[src/rtl/clk_en_pkg.sv]
// Shared constants for the clock-enable generator: channel map and default divisors.
package clk_en_pkg;

   localparam int DEF_CNT_W = 16;

   typedef enum logic [1:0] {
      CH_SPI   = 2'd0,
      CH_AUDIO = 2'd1,
      CH_PIXEL = 2'd2
   } ch_e;

   localparam int SPI_DIV   = 40;
   localparam int AUDIO_DIV = 5000;
   localparam int PIXEL_DIV = 4;

endpackage

[src/rtl/clk_en_chan.sv]
// One enable channel: up-counter, active/pending divisor, boundary apply and resync.
// Optional CLK_EN_PHASE_EN adds a per-channel resync phase.
module clk_en_chan #(
   parameter int               CNT_W = 16,
   parameter logic [CNT_W-1:0] DEF   = '0
) (
   input  logic             i_clk,
   input  logic             i_rst,
   input  logic             i_run,
   input  logic             i_resync,
   input  logic             i_wr,
   input  logic [CNT_W-1:0] i_div,
`ifdef CLK_EN_PHASE_EN
   input  logic [CNT_W-1:0] i_phase,
`endif
   output logic             o_pend_v,
   output logic             o_en
);

   logic [CNT_W-1:0] r_cnt, r_div, r_pend;
   logic             r_pend_v, r_en;
   logic [CNT_W-1:0] w_term, w_new_div, w_new_term, w_load;
   logic             w_tc;

   // Divisors 0 and 1 both collapse to a terminal count of 0 (enable every cycle).
   assign w_term     = (r_div > CNT_W'(1)) ? r_div - CNT_W'(1) : '0;
   assign w_new_div  = r_pend_v ? r_pend : r_div;
   assign w_new_term = (w_new_div > CNT_W'(1)) ? w_new_div - CNT_W'(1) : '0;
   assign w_tc       = (r_cnt == w_term);

`ifdef CLK_EN_PHASE_EN
   logic [CNT_W-1:0] r_phase;

   always_ff @(posedge i_clk) begin
      if (i_rst)     r_phase <= '0;
      else if (i_wr) r_phase <= i_phase;
   end

   assign w_load = (r_phase < w_new_term) ? r_phase : w_new_term;
`else
   assign w_load = '0;
`endif

   always_ff @(posedge i_clk) begin
      if (i_rst) begin
         r_cnt    <= '0;
         r_div    <= DEF;
         r_pend   <= '0;
         r_pend_v <= 1'b0;
         r_en     <= 1'b0;
      end else begin
         if (i_resync) begin
            r_cnt    <= w_load;
            r_div    <= w_new_div;
            r_pend_v <= 1'b0;
            r_en     <= 1'b0;
         end else if (i_run) begin
            r_en <= w_tc;
            if (w_tc) begin
               r_cnt <= '0;
               if (r_pend_v) begin
                  r_div    <= r_pend;
                  r_pend_v <= 1'b0;
               end
            end else begin
               r_cnt <= r_cnt + CNT_W'(1);
            end
         end else begin
            r_en <= 1'b0;
         end
         // Accept never coincides with apply: the top only writes when pend_v is low.
         if (i_wr) begin
            r_pend   <= i_div;
            r_pend_v <= 1'b1;
         end
      end
   end

   assign o_pend_v = r_pend_v;
   assign o_en     = r_en;

endmodule

[src/rtl/clk_en_gen_multi.sv]
// N-channel clock-enable generator with runtime divisors and global resync.
// Optional CLK_EN_PHASE_EN adds cfg_phase for staggered resync.
module clk_en_gen_multi
   import clk_en_pkg::*;
#(
   parameter int                      NUM_CH  = 3,
   parameter int                      CNT_W   = DEF_CNT_W,
   parameter logic [NUM_CH*CNT_W-1:0] DEF_DIV = {16'(PIXEL_DIV), 16'(AUDIO_DIV), 16'(SPI_DIV)},
   parameter int                      CH_W    = (NUM_CH > 1) ? $clog2(NUM_CH) : 1
) (
   input  logic              CLK_40,
   input  logic              reset,
   input  logic              run,
   input  logic              resync,
   input  logic              cfg_valid,
   output logic              cfg_ready,
   input  logic [CH_W-1:0]   cfg_ch,
   input  logic [CNT_W-1:0]  cfg_div,
`ifdef CLK_EN_PHASE_EN
   input  logic [CNT_W-1:0]  cfg_phase,
`endif
   output logic              cfg_err,
   output logic [NUM_CH-1:0] clk_en
);

   localparam int SEL_N = 1 << CH_W;

   logic [NUM_CH-1:0] w_pend_v, w_wr;
   logic [SEL_N-1:0]  w_pv_ext;
   logic              w_oor;
   logic              r_err;

   // Unused select codes read as "not pending", so out-of-range writes are always ready.
   always_comb begin
      w_pv_ext               = '0;
      w_pv_ext[NUM_CH-1:0]   = w_pend_v;
   end

   assign w_oor     = ({1'b0, cfg_ch} >= (CH_W+1)'(NUM_CH));
   assign cfg_ready = ~w_pv_ext[cfg_ch];

   always_ff @(posedge CLK_40) begin
      if (reset) r_err <= 1'b0;
      else       r_err <= cfg_valid & w_oor;
   end

   assign cfg_err = r_err;

   for (genvar gi = 0; gi < NUM_CH; gi++) begin : g_ch
      assign w_wr[gi] = cfg_valid & cfg_ready & (cfg_ch == CH_W'(gi));

      clk_en_chan #(
         .CNT_W (CNT_W),
         .DEF   (DEF_DIV[gi*CNT_W +: CNT_W])
      ) u_chan (
         .i_clk    (CLK_40),
         .i_rst    (reset),
         .i_run    (run),
         .i_resync (resync),
         .i_wr     (w_wr[gi]),
         .i_div    (cfg_div),
`ifdef CLK_EN_PHASE_EN
         .i_phase  (cfg_phase),
`endif
         .o_pend_v (w_pend_v[gi]),
         .o_en     (clk_en[gi])
      );
   end

endmodule

[config.mk]
export PLATFORM = sky130hd
export DESIGN_NAME = clk_en_gen_multi
export DESIGN_NICKNAME = d
export VERILOG_FILES = /design/src/rtl/clk_en_pkg.sv /design/src/rtl/clk_en_chan.sv /design/src/rtl/clk_en_gen_multi.sv
export SDC_FILE = /design/constraint.sdc
export NUM_CORES = 1
export LEC_CHECK = 0
export ABC_AREA = 1
export CAP_MARGIN = 10
export CORE_MARGIN = 3
export CORE_UTILIZATION = 60
export DETAILED_ROUTE_END_ITERATION = 16
export PLACE_DENSITY = 0.81
export SYNTH_ARGS = -nofsm -noshare
export SYNTH_HDL_FRONTEND = slang
export SYNTH_SLANG_ARGS = --single-unit
[constraint.sdc]
create_clock -name CLK_40 -period 3.4 [get_ports CLK_40]
set_clock_uncertainty 0.15 [all_clocks]
set_input_delay 0.51 -clock CLK_40 [delete_from_list [all_inputs] [get_ports CLK_40]]
set_output_delay 0.51 -clock CLK_40 [all_outputs]
set_load 0.02 [all_outputs]
==> flow_summary.toml, run 1 <==
[clocking]
cts_made_buffers = 17
cts_num_sinks = 151
cts_tree = "done"
ctsLongestPathBuffers = 2
path_clk_slew_ps = 60
insertion_delay_ps = 420
htree_num_levels = 4
cts_root_buf = "clkbuf_16"

[synth]
ys_seq_area_share_pct = 34.2
ys_warn_count = 0
synth_edf_count = 0
synth_most_common_cell = "nand2_1"
synthCells = 1415
syn_nets = 1447
ys_top_cells_by_count = "355 x nand2_1, 227 x inv_1, 192 x nor2_1"
synth.ff_latch_count = 151
ys_async_sr_fraction_pct = 0
yosysTopAreaCell = "dfxtp_1"
synth_cell_types = 36
synth.avg_cell_area_um2 = 6.25
synth_flop_cell = "dfxtp_1"
synthTopCellsByArea = "dfxtp_1 34%, nand2_1 15%, inv_1 9.6%"
syn_area_um2 = 8850
synth_top_area_share_pct = 34.2

[global_route]
grt_usage_pct = 27.2
antenna_found_initial = 0
grt_max_degree = 39
grt_pass1_wl_um = 36300
grt_pass1_vias = 7684
grt_overflow_total = 0

[timing]
slew_headroom_pct = 53.9
tns_ps = 0
worst_pin_slew_ps = 689
maxSlewViolCount = 0
max_freq_mhz = 341
period_share_pct = 86.2
rsz0062_at_grt = "no"
fin_crit_ps = 2930
hold_viol = 0
finalSetupViolations = 0

[setup_path]
crit_type = "reg2reg"
arrival_ps = 3080
ff2ff_path_depth = 16
crit_path_start_kind = "register"
r2r_setup_slack_ps = 470
critical_path.max_fanout = 26
endpoint_kind = "register"
critical_path_required_ps = 3550

[routing]
firstDrtPassIters = 6
ant_nets = 0
top_layer = "met4"
route.met3.wl_um = 1070
drc = 0
wl_met1_um = 9820
via_per_inst = 5.29
route.vias.total = 8565
wl_met2_um = 10200
wl_um = 21500
wl_per_cell_um = 13.3
dr.first_iter.drc_count = 808

[layout]
antenna_cells = 0
fin_util_pct = 69.3
area_delta_synth_final_pct = 10.8
drive_above_1_share_pct = 6.05
fin_nets = 1458
stdcell_count = 1618

[power]
irDropWorstVdd_mv = 0.437
power_density_nw_per_um2 = 434
p_leak_nw = 4.43

[floorplan]
ios = 28
die_h_um = 127
core_area_um2 = 14100
rows = 43
die_x_um = 127
die_area_um2 = 16200
initial_core_util_pct = 62.5

[placement]
dp_cells = 1587
hpwl_um = 15900
port_buffers = 27
gp_congestion = 0.934

[worst_hold_path]
hold_path_class = "reg2reg"
hold_depth = 2

[status]
outcome = "finished, final reports clean"

[flow_run]
cap_violations = 0
==> final timing paths <==
path | from | end
hold / removal | g_ch[0].u_chan.r_pend[5] | g_ch[0].u_chan.r_pend[5]
hold reg to reg | g_ch[0].u_chan.r_pend[5] | g_ch[0].u_chan.r_pend[5]
setup / recovery | g_ch[1].u_chan.r_div[0] | g_ch[1].u_chan.o_pend_v
setup reg to reg | g_ch[1].u_chan.r_div[0] | g_ch[1].u_chan.o_pend_v
==> critical path: stages (launching register included) <==
cell     delay (ps)
dfxtp_1         310
inv_1           120
ha_1            230
inv_1            50
nand2_1          50
nand2_1          40
nor2_1          170
nand2_4         200
nand3_1         190
xor2_1          180
nand2_1          70
nor2_1          150
nand3_2         160
nand2_4         210
nand2_1          90
nand2_2         320
o21ai_0         120
==> sequential cells by signal, summed over array words and instances (netlist names) <==
signal and count:
cfg_err 1, g_ch.u_chan.r_pend 48, g_ch.u_chan.r_div 48, g_ch.u_chan.r_cnt 48, g_ch.u_chan.o_pend_v 3, g_ch.u_chan.o_en 3
==> routing by layer <==
metal  GRT usage (%)  vias to the layer above
li1                -                     4494
met1            36.1                     3834
met2            45.2                      206
met3            5.35                       31
met4            7.63                        0
met5               0                        -
==> cell families after synthesis <==
family,count (synthesis),share of synthesized area (%)
DFF,151,34.2
and+or+nand+nor,810,40.7
adders and majority gates,9,1.27
AOI/OAI and AO/OA,128,7.41
buffers and inverters,280,12.8
xor gates and xnor gates,37,3.66
==> metrics by stage <==
stage | hold WS, ps | power, mW | setup WS, ps | area [µm²]
floorplan | 274 | 2.19 | 871 | 8850
global placement | 286 | 2.30 | 437 | 9180
detailed placement | 296 | 2.31 | 327 | 9180
CTS | 305 | 4.27 | 466 | 9800
global route | 319 | 4.43 | 106 | 9810
finish | 303 | 4.26 | 469 | 9810
==> report_power, final <==
| part | switching [mW] | leakage [nW] | internal [mW] |
|---|---|---|---|
| Sequential | 0.0318 | 1.23 | 1.82 |
| Combinational | 0.286 | 2.91 | 0.147 |
| Clock | 0.773 | 0.299 | 1.20 |
==> cell type report <==
type / instances / area [µm²]
Sequential cell: 151 / 3020
Multi-Input combinational cell: 984 / 4700
Timing Repair Buffer: 41 / 375
Fill cell: 1270 / 4340
Inverter: 231 / 867
Clock buffer: 19 / 453
Clock inverter: 12 / 168
Tap cell: 180 / 225
==> cells in the final DEF (no fill, tap or decap), drive strengths merged <==
cell	netlist	routed
o211ai	1	1
xor2	36	36
nor2	205	205
a211oi	1	1
ha	9	9
o22ai	1	1
nand3b	2	2
bufinv	0	3
dfxtp	151	151
nor3b	1	1
nand2	370	370
o21ai	67	67
clkinv	2	5
and2	1	1
inv	229	233
nor4	5	5
a21oi	56	56
clkinvlp	0	2
clkbuf	26	19
nor3	23	23
or2	3	3
nand3	115	115
o21bai	2	2
xnor2	1	1
nand4	85	85
buf	23	14
clkdlybuf4s50	0	27
==> what timing repair did <==
item / in CTS / in global routing
setup buffers: 0 / 0
setup endpoints to repair: 0 / 1
gates resized for setup: 0 / 1
hold buffers: 0 / 0
No activity file was read; power rests on OpenSTA's default activity.
==> run 2, diff against run 1 <==
--- a/config.mk
+++ b/config.mk
@@ -11,6 +11,7 @@
 export CORE_UTILIZATION = 60
 export DETAILED_ROUTE_END_ITERATION = 16
 export PLACE_DENSITY = 0.81
+export SKIP_LAST_GASP = 1
 export SYNTH_ARGS = -nofsm -noshare
 export SYNTH_HDL_FRONTEND = slang
 export SYNTH_SLANG_ARGS = --single-unit
==> results of run 2 <==
No change in the layout: final DEF, timing and power equal those of run 1.
